**src/rtl/approx_mul_pkg.sv**
```systemverilog
// Shared definitions for the approximate unsigned multiplier pipeline:
// counter widths and the compensation-mask helper.
package approx_mul_pkg;

  localparam int unsigned TXN_CNT_W  = 32;
  localparam int unsigned ERR_ACC_W  = 48;
  localparam int unsigned MASK_MAX_W = 64;

  // Mask with every bit below column 'cut' cleared and all others set.
  function automatic logic [MASK_MAX_W-1:0] comp_mask(input int unsigned cut);
    logic [MASK_MAX_W-1:0] m;
    m = '1;
    for (int unsigned i = 0; i < MASK_MAX_W; i++) begin
      if (i < cut) m[i] = 1'b0;
    end
    return m;
  endfunction

endpackage

```
**src/rtl/approx_mul_core.sv**
```systemverilog
// Combinational partial-product generator.
// hi_pp_o     : exact product of y with the upper multiplier rows x[WIDTH-1:L].
// comp_o      : OR-compressed low rows (x[L-1:0]) with columns below CUT cleared.
// low_exact_o : true sum of the low rows, so hi_pp_o + low_exact_o == x*y.
module approx_mul_core
  import approx_mul_pkg::*;
#(
  parameter int WIDTH = 8,
  parameter int L     = 2,
  parameter int CUT   = 7
) (
  input  logic [WIDTH-1:0]   x_i,
  input  logic [WIDTH-1:0]   y_i,
  output logic [2*WIDTH-1:0] hi_pp_o,
  output logic [2*WIDTH-1:0] comp_o,
  output logic [2*WIDTH-1:0] low_exact_o
);

  localparam int PW = 2 * WIDTH;
  localparam logic [PW-1:0] CUT_MASK = PW'(comp_mask(CUT));

  logic [PW-1:0] y_ext;
  logic [PW-1:0] x_hi_ext;
  logic [PW-1:0] or_acc;
  logic [PW-1:0] sum_acc;

  assign y_ext    = PW'(y_i);
  assign x_hi_ext = PW'(x_i >> L);
  assign hi_pp_o  = (y_ext * x_hi_ext) << L;

  // Low rows: OR them for the approximation, add them for the exact result.
  always_comb begin
    or_acc  = '0;
    sum_acc = '0;
    for (int r = 0; r < L; r++) begin
      if (x_i[r]) begin
        or_acc  = or_acc | (y_ext << r);
        sum_acc = sum_acc + (y_ext << r);
      end
    end
  end

  assign comp_o      = or_acc & CUT_MASK;
  assign low_exact_o = sum_acc;

endmodule

```
**src/rtl/unsigned_approx_mul_pipe.sv**
```systemverilog
// Two-stage valid/ready pipelined unsigned multiplier with optional
// low-row approximation per transaction.
// Optional feature macro: UNSIGNED_APPROX_MUL_ERRSTAT_EN adds err_acc, a
// saturating sum of |exact - z| over all output transfers.
//
// Handshake: a transfer happens on a side when valid and ready are both 1 at
// a rising clk edge. Producers hold data stable while valid=1 and ready=0;
// this block keeps z stable while out_valid=1 and out_ready=0. in_ready
// depends on out_ready and internal state only, never on in_valid.
module unsigned_approx_mul_pipe
  import approx_mul_pkg::*;
#(
  parameter int WIDTH = 8,
  parameter int L     = 2,
  parameter int CUT   = 7
) (
  input  logic                 clk,
  input  logic                 rst,
  input  logic                 in_valid,
  output logic                 in_ready,
  input  logic [WIDTH-1:0]     x,
  input  logic [WIDTH-1:0]     y,
  input  logic                 approx_en,
  output logic                 out_valid,
  input  logic                 out_ready,
  output logic [2*WIDTH-1:0]   z,
`ifdef UNSIGNED_APPROX_MUL_ERRSTAT_EN
  output logic [ERR_ACC_W-1:0] err_acc,
`endif
  output logic [TXN_CNT_W-1:0] txn_count
);

  localparam int PW = 2 * WIDTH;

  logic [PW-1:0] core_hi;
  logic [PW-1:0] core_comp;
  logic [PW-1:0] core_low;

  // Stage 1 state
  logic          s1_valid_q, s1_valid_d;
  logic [PW-1:0] s1_hi_q, s1_hi_d;
  logic [PW-1:0] s1_comp_q, s1_comp_d;
  logic [PW-1:0] s1_low_q, s1_low_d;
  logic          s1_approx_q, s1_approx_d;

  // Stage 2 state
  logic          s2_valid_q, s2_valid_d;
  logic [PW-1:0] z_q, z_d;

  logic [TXN_CNT_W-1:0] txn_count_q, txn_count_d;

  logic s1_adv;
  logic s2_adv;
  logic out_fire;

  approx_mul_core #(
    .WIDTH (WIDTH),
    .L     (L),
    .CUT   (CUT)
  ) u_core (
    .x_i         (x),
    .y_i         (y),
    .hi_pp_o     (core_hi),
    .comp_o      (core_comp),
    .low_exact_o (core_low)
  );

  assign s2_adv   = !s2_valid_q || out_ready;
  assign s1_adv   = !s1_valid_q || s2_adv;
  assign out_fire = s2_valid_q && out_ready;

  assign in_ready  = s1_adv;
  assign out_valid = s2_valid_q;
  assign z         = z_q;
  assign txn_count = txn_count_q;

  // Next state of both pipeline stages.
  always_comb begin
    s1_valid_d  = s1_valid_q;
    s1_hi_d     = s1_hi_q;
    s1_comp_d   = s1_comp_q;
    s1_low_d    = s1_low_q;
    s1_approx_d = s1_approx_q;
    s2_valid_d  = s2_valid_q;
    z_d         = z_q;
    if (s1_adv) begin
      s1_valid_d = in_valid;
      if (in_valid) begin
        s1_hi_d     = core_hi;
        s1_comp_d   = core_comp;
        s1_low_d    = core_low;
        s1_approx_d = approx_en;
      end
    end
    if (s2_adv) begin
      s2_valid_d = s1_valid_q;
      if (s1_valid_q) begin
        z_d = s1_hi_q + (s1_approx_q ? s1_comp_q : s1_low_q);
      end
    end
  end

  // Saturating count of output transfers.
  always_comb begin
    txn_count_d = txn_count_q;
    if (out_fire && (txn_count_q != '1)) begin
      txn_count_d = txn_count_q + 1'b1;
    end
  end

  // Pipeline and counter registers.
  always_ff @(posedge clk or posedge rst) begin
    if (rst) begin
      s1_valid_q  <= 1'b0;
      s1_hi_q     <= '0;
      s1_comp_q   <= '0;
      s1_low_q    <= '0;
      s1_approx_q <= 1'b0;
      s2_valid_q  <= 1'b0;
      z_q         <= '0;
      txn_count_q <= '0;
    end else begin
      s1_valid_q  <= s1_valid_d;
      s1_hi_q     <= s1_hi_d;
      s1_comp_q   <= s1_comp_d;
      s1_low_q    <= s1_low_d;
      s1_approx_q <= s1_approx_d;
      s2_valid_q  <= s2_valid_d;
      z_q         <= z_d;
      txn_count_q <= txn_count_d;
    end
  end

`ifdef UNSIGNED_APPROX_MUL_ERRSTAT_EN
  localparam int SUM_W = PW + ERR_ACC_W + 1;

  logic [PW-1:0]        s2_exact_q, s2_exact_d;
  logic [PW-1:0]        err_diff;
  logic [SUM_W-1:0]     err_sum;
  logic [ERR_ACC_W-1:0] err_acc_q, err_acc_d;

  assign err_acc = err_acc_q;

  // Exact product travels with stage 2; absolute error accumulates on each output transfer.
  always_comb begin
    s2_exact_d = s2_exact_q;
    if (s2_adv && s1_valid_q) begin
      s2_exact_d = s1_hi_q + s1_low_q;
    end
    err_diff  = (s2_exact_q >= z_q) ? (s2_exact_q - z_q) : (z_q - s2_exact_q);
    err_sum   = SUM_W'(err_acc_q) + SUM_W'(err_diff);
    err_acc_d = err_acc_q;
    if (out_fire) begin
      err_acc_d = (|err_sum[SUM_W-1:ERR_ACC_W]) ? '1 : err_sum[ERR_ACC_W-1:0];
    end
  end

  // Error-statistic registers.
  always_ff @(posedge clk or posedge rst) begin
    if (rst) begin
      s2_exact_q <= '0;
      err_acc_q  <= '0;
    end else begin
      s2_exact_q <= s2_exact_d;
      err_acc_q  <= err_acc_d;
    end
  end
`endif

endmodule
```
**config.mk**
```make
export PLATFORM = sky130hd
export DESIGN_NAME = unsigned_approx_mul_pipe
export DESIGN_NICKNAME = d
export VERILOG_FILES = /design/src/rtl/approx_mul_pkg.sv /design/src/rtl/approx_mul_core.sv /design/src/rtl/unsigned_approx_mul_pipe.sv
export SDC_FILE = /design/constraint.sdc
export NUM_CORES = 1
export LEC_CHECK = 0
export CORE_ASPECT_RATIO = 1.2
export CORE_MARGIN = 2
export CORE_UTILIZATION = 30
export CTS_CLUSTER_DIAMETER = 80
export DETAILED_ROUTE_END_ITERATION = 12
export HOLD_SLACK_MARGIN = 0.05
export PLACE_DENSITY = 0.48
export SKIP_CTS_REPAIR_TIMING = 1
export SLEW_MARGIN = 20
export SYNTH_ARGS = -nofsm -noshare
export SYNTH_HDL_FRONTEND = slang
export SYNTH_SLANG_ARGS = --single-unit
```
**constraint.sdc**
```tcl
create_clock -name clk -period 2.9 [get_ports clk]
set_input_delay 0.87 -clock clk [delete_from_list [all_inputs] [get_ports clk]]
set_output_delay 0.87 -clock clk [all_outputs]
set_load 0.02 [all_outputs]
```
-- After elaboration in Yosys (flattened, before gate mapping)
Cells that the tools add are included.
- eq/ne operators: 1
- bitwise operators: 1
- multiply operators: 1
- mux-type cells: 4
- reduce and logical (&&, ||, !) cells: 8
- $add $sub $neg: 3
- operators by type and width (kind ; count):
    16-bit 2-to-1 mux ; 3
    32-bit by 1-bit adder with 32-bit output, second input constant ; 1
    32-bit inequality test, second input constant ; 1
    16-bit adder ; 1
    16-bit by 9-bit adder with 16-bit output ; 1
    16-bit by 9-bit OR with 16-bit output ; 1
    8-bit by 6-bit multiplier with 14-bit output ; 1
    8-bit 2-to-1 mux ; 1
    2-bit AND reduction ; 2
    1-bit logical AND ; 2
    1-bit zero test ; 2
    1-bit logical OR ; 2
- word-level logic and storage cells: 26
- output and inout port bits: 50
- input bits: 21
- bits in registers: 90

-- Logic depth before layout (Yosys ltp)
Gate-level depths: netlist (run 1).
- word-level depth: 4
- depth in mapped cells: 14
- mapped depth without buffers: 14

-- Hierarchy
Synthesis (run 1) repeated with hierarchy kept, for this count alone.
- cells, all modules: 661
- area, all modules: 7026.7 µm²
- modules (own cells, without submodules) (module ; cells an instance ; sequential area each (µm²) ; times used ; area an instance (µm²)):
    unsigned_approx_mul_pipe ; 408 ; 2477.4 ; 1 ; 4958.5
    approx_mul_core ; 253 ; 0.0 ; 1 ; 2068.2

-- Worst setup path after synthesis (run 1)
Ideal clock, no wire load.
- kind: input-to-reg
- start point: input y[3]
- end point: register s1_hi_q[15]
- buffers on the path: 0
- library setup time: 0.120 ns
- path slack: -1.573 ns
- arrival time: 4.353 ns
- stages on the path: 13
- required time: 2.780 ns
- path through: and2_1 fa_1 inv_1 fa_1 fa_1 inv_1 ha_1 nor2b_4 o31a_1 o31a_1 o221a_1 or3_1 a31o_1
- cells in the longest elaborated chain, start to end: 1
- RTL lines (item ; RTL line ; RTL):
    from (decl) ; unsigned_approx_mul_pipe.sv:22 ; input logic [WIDTH-1:0] y,
    8-bit by 6-bit multiplier with 14-bit output ; approx_mul_core.sv:29 ; assign hi_pp_o = (y_ext * x_hi_ext) << L;
    to (signal assigned) ; unsigned_approx_mul_pipe.sv:124 ; s1_hi_q <= s1_hi_d;
    to (decl) ; unsigned_approx_mul_pipe.sv:41 ; logic [PW-1:0] s1_hi_q, s1_hi_d;
Every way passes these cells.
A chain may end at the register's enable or synchronous reset.

-- Worst setup path in the final report (run 1)
- start point: input y[4]
- end point: register s1_hi_q[15]
The elaborated chain is that of the path after synthesis.

==> results_dict.tcl, run 1 <==
set metrics [dict create \
    remaining_routing_drc_violations 0 \
    path_depth 14 \
    htree_levels 3 \
    violations "negative setup slack" \
    highest_clock_frequency_the_design_can_meet_mhz 235 \
    synth-edff-count 0 \
    mostFrequentLayoutCell "sky130_fd_sc_hd__nand2_1" \
    first_iter_violations 160 \
    slowest_delay_ns 0.55 \
    hold_path_cells 2 \
    numClockSinks 77 \
    syn-num-nets 696 \
    post_synthesis_cell_area_um2 5600 \
    timing.hold.worst.class "reg -> reg" \
    port-buffer-count 70 \
    rsz0062_at_grt "yes" \
    grt-ovfl-total 0 \
    rows 54 \
    power_density_nw_per_um2 638 \
    synth.ff_latch_count 77 \
    core_region_area_um2 18200 \
    boundaryPins 71 \
    grt_start_max_net_pins 78 \
    critPathRequiredTime_ns 3.13 \
    final_cell_mix "sky130_fd_sc_hd__nand2_1, sky130_fd_sc_hd__dfrtp_1, sky130_fd_sc_hd__buf_4, sky130_fd_sc_hd__clkdlybuf4s50_1, sky130_fd_sc_hd__inv_1" \
    asyncSetResetFlopFracSynth 1.00 \
    crit_path_frequent_cell "sky130_fd_sc_hd__fa_1" \
    vias_per_cell 4.76 \
    insertion_delay_ns 0.34 \
    power.leakage_nw 3.70 \
    hold_viol_final 0 \
    timing.critical_path.buf_inv 3 \
    detailed_place_hpwl_mm 10.9 \
    synthDistinctLibCells 52 \
    setup.worst_path.start_class "primary input" \
    avgRoutedWirePerCell_um 13.8 \
    cts.root.buffer_cell "sky130_fd_sc_hd__clkbuf_16" \
    cts_buffers 9 \
    tightestPinTransition_ns 0.528 \
    sequential_cell_area_fraction_in_the_yosys_report 0.344 \
    die_height_um 154 \
    result_of_the_run "finished with violations" \
    number_of_routed_nets_with_antenna_violations 0 \
    max_cap_violations 0 \
    top_cells_by_area_synth "sky130_fd_sc_hd__dfrtp_1, sky130_fd_sc_hd__fa_1, sky130_fd_sc_hd__ha_1, sky130_fd_sc_hd__nand2_1, sky130_fd_sc_hd__and2_1" \
    yosys_warn_count 0 \
    dpl_worst_slack_ns -2.10 \
    timing.slew.headroom 0.645 \
    initial_core_utilization 0.307 \
    dr_total_vias 4710 \
    finalMaxSlewViolations 0 \
    worstPathArrival_ns 4.48 \
    antenna_violations_before_repair 0 \
    first_pass_iters 4 \
    worst_path_dominant_cell_family "adder cells" \
    min_period_ns 4.25 \
    cp_max_fo 4 \
    synth.top_cell.area_share 0.344 \
    post_route_cells_drive_above_1_share 0.221 \
    worstSetupEndpointType "flop" \
    grt_pass1_wl_mm 22.4 \
    report.final.setup_viol 10 \
    globalplace.congestion 0.783 \
    areaGrowthSynthToFinish_pct 38.9 \
    finalWirelength_mm 13.6 \
    worst_r2r_path_depth 11 \
    tritoncts "built" \
    grt_usage 0.140 \
    crit_path_cell_trace "buf_8 > and2_4 > fa_1 > inv_2 > fa_1 > fa_1 > inv_2 > ha_4 > nor2b_4 > o31a_1 > o31a_1 > o221a_1 > or3_1 > a31o_1" \
    total_power_mw 4.96 \
    fin_crit_sh 1.47 \
    setup_ws_ns -1.35 \
    die_area_um2 19800 \
    skew_ns 0.00843 \
    cts.clk_slew.worst_paths_ns 0.06 \
    synth_area_per_cell_um2 9.20 \
    criticalPathCategory "in -> reg" \
    ys_dominant_reg_cell "sky130_fd_sc_hd__dfrtp_1" \
    number_of_global_route_vias_before_repair 4667 \
    yosysTopAreaCell "sky130_fd_sc_hd__dfrtp_1" \
    nets 847 \
    syn-instance-count 609 \
    critPathSlowestCell "sky130_fd_sc_hd__fa_1" \
    worst_ir_drop_vdd_uv 241 \
    die_x_um 129 \
    insertedDiodeCount 0 \
    clk_path_buf_depth 2 \
]
## kinds of logic (layout without fill, tap and decap cells)
logic type      count (synthesis)  count (layout)  share of synthesized area
fa+ha+maj                      66              66                      0.184
mux                            12              12                     0.0226
simple gates                  243             243                      0.221
flops                          77              77                      0.344
xor+xnor                       45              45                     0.0704
buf+inv                        70             226                     0.0474
compound gates                 96              96                      0.111
## cell usage after synthesis (8+ instances only)
cell type	n
sky130_fd_sc_hd__nand2_1	80
sky130_fd_sc_hd__nand3_1	21
sky130_fd_sc_hd__inv_1	57
sky130_fd_sc_hd__dfrtp_1	77
sky130_fd_sc_hd__ha_1	39
sky130_fd_sc_hd__xnor2_1	20
sky130_fd_sc_hd__nor2b_1	9
sky130_fd_sc_hd__nand2b_1	10
sky130_fd_sc_hd__fa_1	27
sky130_fd_sc_hd__and2_1	42
sky130_fd_sc_hd__nor3_1	10
sky130_fd_sc_hd__xor2_1	25
sky130_fd_sc_hd__nor2_1	30
sky130_fd_sc_hd__a21o_1	8
sky130_fd_sc_hd__clkbuf_1	11
sky130_fd_sc_hd__nand4_1	10
sky130_fd_sc_hd__o21ai_0	42
sky130_fd_sc_hd__and3_1	8
sky130_fd_sc_hd__a21oi_1	11
## final cells by class
type	instances	area, µm²
clock buffer	11	233
clock inverter	5	83.8
fill	1798	10500
inverter	57	216
multi-input combinational	462	3610
sequential	77	1930
tap	224	280
timing repair buffer	153	1420
## flip-flops by register name, indices dropped and copies added, names as in the netlist
register and cells:
s1_hi_q 14, out_valid 1, s1_valid_q 1, txn_count 32
s1_low_q 10, s1_approx_q 1, s1_comp_q 2, z 16
## stage by stage
step	setup TNS, ns	hold WS [ns]	instance area (µm²)	std cells	utilization
finish	-7.89	0.475	7780	989	0.426
global route	-8.92	0.505	7780	989	0.426
CTS	-13.05	0.482	7500	981	0.411
detailed placement	-18.66	0.468	7190	965	0.394
global placement	-18.09	0.460	7190	965	0.394
floorplan	-7.72	0.440	5670	609	-
## layer usage
metal  vias up  part of all wire  global-route usage
li1       2365                 -                   -
met1      2243              0.45               0.178
met2        87              0.51               0.243
met3        15             0.030              0.0174
met4         0             0.014              0.0471
met5         -                 0                   0
## worst min-delay path, stage by stage, from the launching register on
cell	delay, ns
sky130_fd_sc_hd__dfrtp_1	0.34
sky130_fd_sc_hd__nand2_1	0.05
sky130_fd_sc_hd__o21ai_0	0.06
## worst paths after layout
kind / from / end / slack, ns
min in group asynchronous: rst / txn_count[25] / 0.94
min: z[0] / z[0] / 0.48
max in group asynchronous: rst / txn_count[30] / 1.64
max reg2reg: s1_approx_q / z[12] / 0.53
max: y[4] / s1_hi_q[15] / -1.35
min reg2reg: z[0] / z[0] / 0.48
## power breakdown
group	switching, mW	leakage (nW)	internal (mW)
Clock	0.438	0.146	0.757
Sequential	0.207	0.994	1.30
Combinational	1.09	2.56	1.17
(Power assumes the default switching activity.)
==> run 2: changes to the inputs <==
GPL_ROUTABILITY_DRIVEN = 0   (was not set)
SETUP_SLACK_MARGIN = 0.05   (was not set)
==> results_dict.tcl, run 2 (synthesis gave the netlist of run 1 again) <==
set metrics [dict create \
    final.setup.tns_ns -7.32 \
    rows 54 \
    final_cell_mix "sky130_fd_sc_hd__nand2_1, sky130_fd_sc_hd__dfrtp_1, sky130_fd_sc_hd__buf_4, sky130_fd_sc_hd__clkdlybuf4s50_1, sky130_fd_sc_hd__inv_1" \
    cts.root.buffer_cell "sky130_fd_sc_hd__clkbuf_16" \
    min_period_ns 4.16 \
    criticalPathCategory "in -> reg" \
    power_density_nw_per_um2 618 \
    antenna_violations_before_repair 0 \
    numClockSinks 77 \
    nets 844 \
    critPathRequiredTime_ns 3.12 \
    max_cap_violations 0 \
    port-buffer-count 70 \
    finalWirelength_mm 13.3 \
    insertion_delay_ns 0.33 \
    placed_cells 958 \
    ff2ff_setup_slack_ns 0.52 \
    start_point_of_the_critical_path "x[5]" \
    setup.worst_path.end "s1_hi_q[15]" \
    grt_pass1_wl_mm 22.4 \
    finalMaxSlewViolations 0 \
    core_region_area_um2 18200 \
    post-route-cell-area_um2 7700 \
    die_x_um 129 \
    dpl_worst_slack_ns -2.08 \
    cp_max_fo 4 \
    skew_ns 0.0102 \
    grt_usage 0.138 \
    rsz0062_at_grt "yes" \
    dr_total_vias 4682 \
    tritoncts "built" \
    fin_crit_sh 1.44 \
    insertedDiodeCount 0 \
    tightestPinTransition_ns 0.500 \
    first_pass_iters 4 \
    setup_ws_ns -1.26 \
    number_of_global_route_vias_before_repair 4738 \
    cts_buffers 9 \
    worst_ir_drop_vdd_uv 275 \
    areaGrowthSynthToFinish_pct 37.6 \
    grt_start_max_net_pins 78 \
    hold_viol_final 0 \
    first_iter_violations 148 \
    grt-ovfl-total 0 \
    worstReg2RegEnd "z[10]" \
    initial_core_utilization 0.307 \
    largest_register_ff_count 32 \
    boundaryPins 71 \
    timing.hold.worst.class "reg -> reg" \
    detailed_place_hpwl_mm 10.7 \
    worst_r2r_path_depth 11 \
    highest_clock_frequency_the_design_can_meet_mhz 240 \
    timing.slew.headroom 0.666 \
    number_of_routed_nets_with_antenna_violations 0 \
    clk_path_buf_depth 2 \
    htree_levels 3 \
    die_area_um2 19800 \
    report.final.setup_viol 10 \
    cts.clk_slew.worst_paths_ns 0.06 \
    post_layout_nonfiller_instances 986 \
    vias_per_cell 4.75 \
    power.leakage_nw 3.66 \
    avgRoutedWirePerCell_um 13.5 \
    post_route_cells_drive_above_1_share 0.217 \
    violations "negative setup slack" \
    worstPathArrival_ns 4.38 \
    fillerInstances 1819 \
    placed_area_um2 7130 \
    r2r_start "s1_approx_q" \
    mostFrequentLayoutCell "sky130_fd_sc_hd__nand2_1" \
    die_height_um 154 \
    worstSetupEndpointType "flop" \
    setup.worst_path.start_class "primary input" \
    remaining_routing_drc_violations 0 \
    result_of_the_run "finished with violations" \
]
## run 2: where the power goes
part / switching (mW) / internal (mW)
Clock: 0.451 / 0.587
Sequential: 0.204 / 1.30
Combinational: 1.08 / 1.13
## run 2: layer usage
layer	GRT usage	share of wire	vias to the layer above
met3	0.0202	0.029	14
met2	0.240	0.50	90
met1	0.176	0.46	2219
li1	-	-	2359
met4	0.0424	0.018	0
met5	0	0	-
## run 2: stage by stage
stage | hold WS (ns) | util | power (mW)
6_report | 0.474 | 0.422 | 4.76
5_1_grt | 0.518 | 0.422 | 5.13
4_1_cts | 0.482 | 0.406 | 4.63
3_5_place_dp | 0.467 | 0.391 | 3.56
3_3_place_gp | 0.458 | 0.391 | 3.53
2_1_floorplan | 0.440 | - | 2.74
## run 2: worst max-delay path, cell delays in order
cell	delay, ns
sky130_fd_sc_hd__buf_8	0.10
sky130_fd_sc_hd__buf_6	0.11
sky130_fd_sc_hd__and2_4	0.15
sky130_fd_sc_hd__fa_1	0.50
sky130_fd_sc_hd__fa_1	0.54
sky130_fd_sc_hd__inv_1	0.05
sky130_fd_sc_hd__fa_1	0.51
sky130_fd_sc_hd__inv_2	0.05
sky130_fd_sc_hd__ha_4	0.24
sky130_fd_sc_hd__o21a_1	0.10
sky130_fd_sc_hd__o31a_1	0.11
sky130_fd_sc_hd__o31a_1	0.32
sky130_fd_sc_hd__o221a_1	0.25
sky130_fd_sc_hd__or3_1	0.30
sky130_fd_sc_hd__a31o_1	0.19
## run 2: how the worst min path moves through the flow
stage / start / end / slack, ns / cells past startpoint
finish: z[14] / z[14] / 0.47 / 2
global route: s1_comp_q[8] / s1_comp_q[8] / 0.52 / 2
CTS: s1_comp_q[8] / s1_comp_q[8] / 0.48 / 2
detailed placement: s1_comp_q[8] / s1_comp_q[8] / 0.47 / 2
global placement: s1_comp_q[8] / s1_comp_q[8] / 0.46 / 2
floorplan: s1_low_q[0] / s1_low_q[0] / 0.44 / 2
## run 2: layout make-up
cell class	count	area, µm²	share of cell area
multi-input combinational	462	3610	0.469
sequential	77	1930	0.250
timing repair buffer	150	1390	0.181
tap	224	280	0.0364
clock buffer	10	229	0.0297
inverter	57	214	0.0278
clock inverter	6	48.8	0.00633
